### config.mk
export PLATFORM = sky130hd
export DESIGN_NAME = escalonador_senha
export DESIGN_NICKNAME = d
export VERILOG_FILES = /design/src/rtl/escalonador_senha_pkg.sv /design/src/rtl/escalonador_senha_comparador.sv /design/src/rtl/escalonador_senha.sv
export SDC_FILE = /design/constraint.sdc
export NUM_CORES = 1
export LEC_CHECK = 0
export ABC_CLOCK_PERIOD_IN_PS = 25900
export CORE_ASPECT_RATIO = 1.5
export CORE_MARGIN = 1
export CORE_UTILIZATION = 61
export CTS_CLUSTER_DIAMETER = 30
export DETAILED_ROUTE_END_ITERATION = 8
export PLACE_DENSITY = 0.88
export SLEW_MARGIN = 20
export SYNTH_ARGS = -nofsm -noshare
export SYNTH_HDL_FRONTEND = slang
export SYNTH_SLANG_ARGS = --single-unit
### constraint.sdc
create_clock -name clk -period 25.9 [get_ports clk]
set_input_delay 5.18 -clock clk [delete_from_list [all_inputs] [get_ports clk]]
set_output_delay 5.18 -clock clk [all_outputs]
set_load 0.02 [all_outputs]
### src/rtl/escalonador_senha_pkg.sv
// Shared definitions for the lock's password path.
// Holds the keypad digit codes, buffer/password sizes, the keypad buffer and
// stored password types, and a helper that measures a stored password's length.
package escalonador_senha_pkg;

   localparam logic [3:0] DIG_ENTER = 4'hA;
   localparam logic [3:0] DIG_CLEAR = 4'hB;
   localparam logic [3:0] DIG_EMPTY = 4'hF;

   localparam int MAX_DIG = 12;
   localparam int BUF_DIG = 20;

   // Width of a password length (0..MAX_DIG) and of a window offset (0..BUF_DIG-1)
   localparam int LEN_W = 4;
   localparam int OFF_W = 5;

   // Stored password: digit[0] is the first one typed, unused tail padded with 0xF
   typedef logic [3:0] senha_t [MAX_DIG];

   // Keypad buffer: digits[0] is the newest key, digits[BUF_DIG-1] the oldest
   typedef struct packed {
      logic [BUF_DIG-1:0][3:0] digits;
   } senhaPac_t;

   // Number of leading non-empty digits; anything after the first 0xF is ignored
   function automatic logic [LEN_W-1:0] senhaLen(input senha_t s);
      logic [LEN_W-1:0] n;
      logic             stop;
      n    = '0;
      stop = 1'b0;
      for (int j = 0; j < MAX_DIG; j++) begin
         if (!stop && s[j] != DIG_EMPTY) begin
            n = n + 1'b1;
         end else begin
            stop = 1'b1;
         end
      end
      return n;
   endfunction

endpackage

### src/rtl/escalonador_senha_comparador.sv
// comparador_janela: the single shared window comparator.
// Checks whether stored password 'senha' of length 'len' sits in the snapshot
// buffer with its last digit at position off+1 (first digit at off+len).
// Ports:
//   snap  in  snapshot buffer, index 0 newest (slot 0 is never a valid digit)
//   senha in  stored password, digit[0] typed first
//   len   in  number of significant password digits
//   off   in  window offset
//   hit   out all significant digits match
module comparador_janela
   import escalonador_senha_pkg::*;
(
   input  logic [BUF_DIG-1:0][3:0] snap,
   input  senha_t                  senha,
   input  logic [LEN_W-1:0]        len,
   input  logic [OFF_W-1:0]        off,
   output logic                    hit
);

   localparam int POS_W = OFF_W + 1;

   logic [POS_W-1:0] pos;

   // Digit j of the password must equal buffer position off+len-j, because the
   // first typed digit is the oldest one and so sits deepest in the buffer.
   // An empty digit on either side never counts as a match, and a window that
   // would run past the oldest buffer slot is rejected outright.
   always_comb begin
      hit = 1'b1;
      pos = '0;
      for (int j = 0; j < MAX_DIG; j++) begin
         if (LEN_W'(j) < len) begin
            pos = {1'b0, off} + POS_W'(len) - POS_W'(j);
            if (pos > POS_W'(BUF_DIG - 1)) begin
               hit = 1'b0;
            end else if (senha[j] == DIG_EMPTY || snap[pos[OFF_W-1:0]] != senha[j]) begin
               hit = 1'b0;
            end
         end
      end
   end

endmodule

### src/rtl/escalonador_senha.sv
// escalonador_senha: sequences the shared password comparator.
// On '*' the keypad buffer, stored passwords and enables are snapshotted and
// every enabled password is searched for as a contiguous run of the entered
// digits, one (password, offset) pair per cycle. The result is strobed to the
// operational FSM, consecutive failures are counted and, on reaching
// MAX_FALHAS, a lockout of LOCK_CYCLES cycles is enforced.
// Ports:
//   clk, rst       clock; asynchronous active-low reset
//   digitos_value  keypad buffer (digits[0] newest, 0xF empty)
//   digitos_valid  strobe: buffer just updated
//   senhas         stored passwords, senha_en per-password enable
//   busy           scan, result or lockout in progress
//   res_valid      one-cycle result strobe, res_ok / res_idx result
//   bloqueado      lockout active, falhas consecutive failure count
module escalonador_senha
   import escalonador_senha_pkg::*;
#(
   parameter  int N_SENHAS    = 4,
   parameter  int MAX_FALHAS  = 5,
   parameter  int LOCK_CYCLES = 30000,
   localparam int IDX_W       = (N_SENHAS > 1) ? $clog2(N_SENHAS) : 1,
   localparam int FALHA_W     = $clog2(MAX_FALHAS + 1),
   localparam int CNT_W       = (LOCK_CYCLES > 1) ? $clog2(LOCK_CYCLES) : 1
)(
   input  logic               clk,
   input  logic               rst,
   input  senhaPac_t          digitos_value,
   input  logic               digitos_valid,
   input  senha_t             senhas [N_SENHAS],
   input  logic [N_SENHAS-1:0] senha_en,
   output logic               busy,
   output logic               res_valid,
   output logic               res_ok,
   output logic [IDX_W-1:0]   res_idx,
   output logic               bloqueado,
   output logic [FALHA_W-1:0] falhas
);

   typedef enum logic [1:0] {IDLE, SCAN, DONE, LOCK} state_t;

   state_t                  state, stateNext;
   logic [IDX_W-1:0]        pIdx, pNext;
   logic [OFF_W-1:0]        oIdx, oNext;
   logic                    resOk, resOkNext;
   logic [IDX_W-1:0]        resIdx, resIdxNext;
   logic [FALHA_W-1:0]      falhasQ, falhasNext;
   logic [CNT_W-1:0]        lockCnt, cntNext;
   logic                    capture;

   logic [BUF_DIG-1:0][3:0] snapDig;
   senha_t                  snapSenhas [N_SENHAS];
   logic [N_SENHAS-1:0]     snapEn;

   senha_t                  senhaCur;
   logic [LEN_W-1:0]        lenCur;
   logic [OFF_W-1:0]        lastOff;
   logic                    skip;
   logic                    lastP;
   logic                    hit;

   // Select the password currently under test from the snapshot and derive
   // its length, last legal offset, and whether it should be skipped (disabled
   // or too short to be a real password). A skipped password costs one cycle.
   always_comb begin
      senhaCur = snapSenhas[pIdx];
      lenCur   = senhaLen(senhaCur);
      lastOff  = OFF_W'(BUF_DIG - 1) - OFF_W'(lenCur);
      skip     = !snapEn[pIdx] || (lenCur < LEN_W'(4));
      lastP    = (pIdx == IDX_W'(N_SENHAS - 1));
   end

   comparador_janela u_comparador (
      .snap  (snapDig),
      .senha (senhaCur),
      .len   (lenCur),
      .off   (oIdx),
      .hit   (hit)
   );

   // Next-state and datapath decisions. In SCAN the first hit in
   // (password ascending, offset ascending) order ends the search; otherwise
   // the offset walks to its last legal value, then the next password starts
   // at offset 0. DONE lasts one cycle and settles the failure count; reaching
   // the failure limit enters LOCK, which counts down LOCK_CYCLES cycles.
   always_comb begin
      stateNext  = state;
      pNext      = pIdx;
      oNext      = oIdx;
      resOkNext  = resOk;
      resIdxNext = resIdx;
      falhasNext = falhasQ;
      cntNext    = lockCnt;
      capture    = 1'b0;
      case (state)
         IDLE: begin
            if (digitos_valid && digitos_value.digits[0] == DIG_ENTER) begin
               capture   = 1'b1;
               pNext     = '0;
               oNext     = '0;
               stateNext = SCAN;
            end
         end
         SCAN: begin
            if (!skip && hit) begin
               resOkNext  = 1'b1;
               resIdxNext = pIdx;
               stateNext  = DONE;
            end else if (skip || oIdx == lastOff) begin
               oNext = '0;
               if (lastP) begin
                  resOkNext = 1'b0;
                  stateNext = DONE;
               end else begin
                  pNext = pIdx + 1'b1;
               end
            end else begin
               oNext = oIdx + 1'b1;
            end
         end
         DONE: begin
            if (resOk) begin
               falhasNext = '0;
               stateNext  = IDLE;
            end else begin
               if (falhasQ < FALHA_W'(MAX_FALHAS)) begin
                  falhasNext = falhasQ + 1'b1;
               end
               if (falhasQ >= FALHA_W'(MAX_FALHAS - 1)) begin
                  cntNext   = CNT_W'(LOCK_CYCLES - 1);
                  stateNext = LOCK;
               end else begin
                  stateNext = IDLE;
               end
            end
         end
         LOCK: begin
            if (lockCnt == '0) begin
               falhasNext = '0;
               stateNext  = IDLE;
            end else begin
               cntNext = lockCnt - 1'b1;
            end
         end
         default: begin
            stateNext = IDLE;
         end
      endcase
   end

   // Control and result registers. A reset in any state drops straight back
   // to IDLE, so an interrupted scan or lockout never produces a result.
   always_ff @(posedge clk or negedge rst) begin
      if (!rst) begin
         state   <= IDLE;
         pIdx    <= '0;
         oIdx    <= '0;
         resOk   <= 1'b0;
         resIdx  <= '0;
         falhasQ <= '0;
         lockCnt <= '0;
      end else begin
         state   <= stateNext;
         pIdx    <= pNext;
         oIdx    <= oNext;
         resOk   <= resOkNext;
         resIdx  <= resIdxNext;
         falhasQ <= falhasNext;
         lockCnt <= cntNext;
      end
   end

   // Snapshot taken on the accepted '*'. The '*' itself (slot 0) is replaced
   // by an empty digit so it can never take part in a match. Keeping private
   // copies makes keypad or password edits during a scan harmless.
   always_ff @(posedge clk or negedge rst) begin
      if (!rst) begin
         snapDig <= '1;
         snapEn  <= '0;
         for (int i = 0; i < N_SENHAS; i++) begin
            for (int j = 0; j < MAX_DIG; j++) begin
               snapSenhas[i][j] <= DIG_EMPTY;
            end
         end
      end else if (capture) begin
         snapDig <= {digitos_value.digits[BUF_DIG-1:1], DIG_EMPTY};
         snapEn  <= senha_en;
         for (int i = 0; i < N_SENHAS; i++) begin
            snapSenhas[i] <= senhas[i];
         end
      end
   end

   assign busy      = (state != IDLE);
   assign res_valid = (state == DONE);
   assign bloqueado = (state == LOCK);
   assign res_ok    = resOk;
   assign res_idx   = resIdx;
   assign falhas    = falhasQ;

endmodule

==> results.yml <==
sta:
  fin_crit_sh_pct: 51.3
  fin_skew_ps: 28.4
  max_freq_ghz: 0.0753
  setup_violations: 0
  rsz0062_at_grt: "false"
  tightest_slew_ps: 1130
  finalHoldViolations: 0
  post-route-min-period_ps: 13280
  tns_ps: 0
  slew_viol_final: 0
  maxSlewHeadroom_pct: 24.9
synth:
  yosys_register_bits: 302
  netlist_area_sq_um: 20700
  synth_edf_count: 0
  yosys.area.top_type: "dfstp_2"
  synth.area.top_cells: "dfstp_2 (34%), mux2_2 (15%), mux4_2 (14%)"
  ys_types: 110
  synth_top_area_share_pct: 34.0
  synth_top_flop_cell: "dfstp_2"
  syn_nets: 2003
  yosysMostFrequentCell: "mux2_2"
  ys_async_sr_fraction_pct: 100
  synthTopCellsByCount: "mux2_2 (279), dfstp_2 (268), mux4_2 (126), nand2_1 (110), mux2i_1 (93)"
  syn_avg_cell_area_sq_um: 12.3
  yosysWarningCount: 0
  syn_inst: 1691
  seq_area_frac_synth_pct: 38.1
layout:
  n_antenna_cell: 0
  final_nets: 2248
  area_delta_synth_final_pct: 22.4
  drive_gt1_share_pct: 42.3
detailed_routing:
  firstDrtPassIters: 9
  drc: 1
  wire_per_inst_um: 28.3
  vias_per_cell: 6.99
  num_vias: 16700
  routed_wl_um: 67700
  drtIter0Drc: 1912
  ant_nets: 0
cts:
  cts_buffers: 46
  clock_path_buffers: 3
  cts_tree: "yes"
  root_buffer: "clkbuf_16"
  clk_latency_ps: 580
  cts_hold_buffers: 0
  post_cts_buffers: 0
  clkTransAtPathRegs_ps: 50
  cts-resized-gates: 0
  clkSinkCount: 302
  h-tree-depth: 2
critical_path:
  crit_top_cell: "ha_1"
  cp_top_family: "adder cells"
  start_kind: "flop"
  path_max_fanout: 34
  crit_path_top_delay_cell: "fa_2"
  max_stage_delay_ps: 1170
  worstSetupPathType: "reg -> reg"
  crit_buf_inv: 6
  cp-end-kind: "flop"
  worstPathRequired_ps: 26300
  cp.arrival_ps: 13670
run:
  max_cap_violations: 0
global_routing:
  grt_pass1_wl_um: 104000
  grt_pass1_vias: 17700
  grt_start_max_net_pins: 110
  track_usage_pct: 39.5
  antenna_found_initial: 1
  overflow: 0
worst_hold_path:
  hp-class: "reg -> reg"
placement:
  hpwlAfterDp_um: 48300
  port-buffer-count: 287
  routabilityCongestion: 1.05
outcome:
  status: "finished, violations left"
  violations: "design-rule violations"
die:
  rows: 82
  die_area_sq_um: 34700
  start_util_pct: 62.0
  core_area_sq_um: 33400
  io_pins: 288
  die_x_um: 153
  die_height_um: 228
[through the flow]
stage	util (%)	hold WS (ps)	area (sq um)	setup slack, ps	instances
floorplan	-	446	20700	15630	1691
global placement	70.9	460	23700	13230	2308
detailed placement	70.9	466	23700	12970	2308
CTS	75.9	479	25400	12810	2393
global route	75.9	516	25400	11960	2393
finish	75.9	475	25400	12620	2393
[registers in the layout, summed over array words and instances, names as in the netlist]
name and cells:
snapSenhas 192, res_ok 1, lockCnt 15, pIdx 2, res_idx 2, state 2
snapEn 4, oIdx 5, falhas 3, snapDig 76
[logic make-up (layout without fill, tap and decap cells)]
group	count (synthesis)	count (layout)	synth area share, %
flops	302	302	38.1
mux	505	505	33.7
buf+inv	148	430	3.56
simple gates	365	365	9.40
xor+xnor	85	85	4.24
compound gates	253	253	8.96
fa+ha+maj	33	33	2.03
[path summary, 6_finish.rpt]
path,endpoint,startpoint,slack (ps),cells after the start
max,oIdx[2],pIdx[0],12620,45
min,lockCnt[14],lockCnt[14],480,2
max reg2reg,oIdx[2],pIdx[0],12620,45
min reg2reg,lockCnt[14],lockCnt[14],480,2
max in group asynchronous,snapEn[1],rst,18360,4
min in group asynchronous,snapSenhas[30],rst,5020,1
[per-layer routing]
| layer | share of wire (%) | global-route usage [%] |
|---|---|---|
| met3 | 8.7 | 7.62 |
| met2 | 50 | 68.8 |
| met5 | 0.016 | 0 |
| met1 | 33 | 43.4 |
| met4 | 8.1 | 28.0 |
[tightest hold or removal path, cell delays in order, from the launching register on]
cell and delay, ps:
dfrtp_1 340, nand2_1 50, nand2_1 50
[layout make-up]
class | instances | area [sq um]
Clock buffer | 57 | 1250
Clock inverter | 28 | 415
Fill cell | 2000 | 8070
Inverter | 42 | 158
Multi-Input combinational cell | 1241 | 12100
Sequential cell | 302 | 7900
Tap cell | 420 | 526
Timing Repair Buffer | 303 | 3000
[placed cells by master (no fill, tap or decap), types with 44 or more instances in the layout]
cell type / Yosys / final
clkdlybuf4s50_1: 0 / 286
mux2_2: 279 / 279
dfstp_2: 268 / 268
mux4_2: 126 / 126
nand2_1: 110 / 110
mux2i_1: 93 / 93
nor2_1: 54 / 53
xnor2_1: 49 / 49
nand3_1: 46 / 46
clkbuf_16: 0 / 46
a21oi_1: 44 / 44
Power is not shown: default switching activity piles up to over one toggle a cycle in this logic, so the estimate is an artifact.
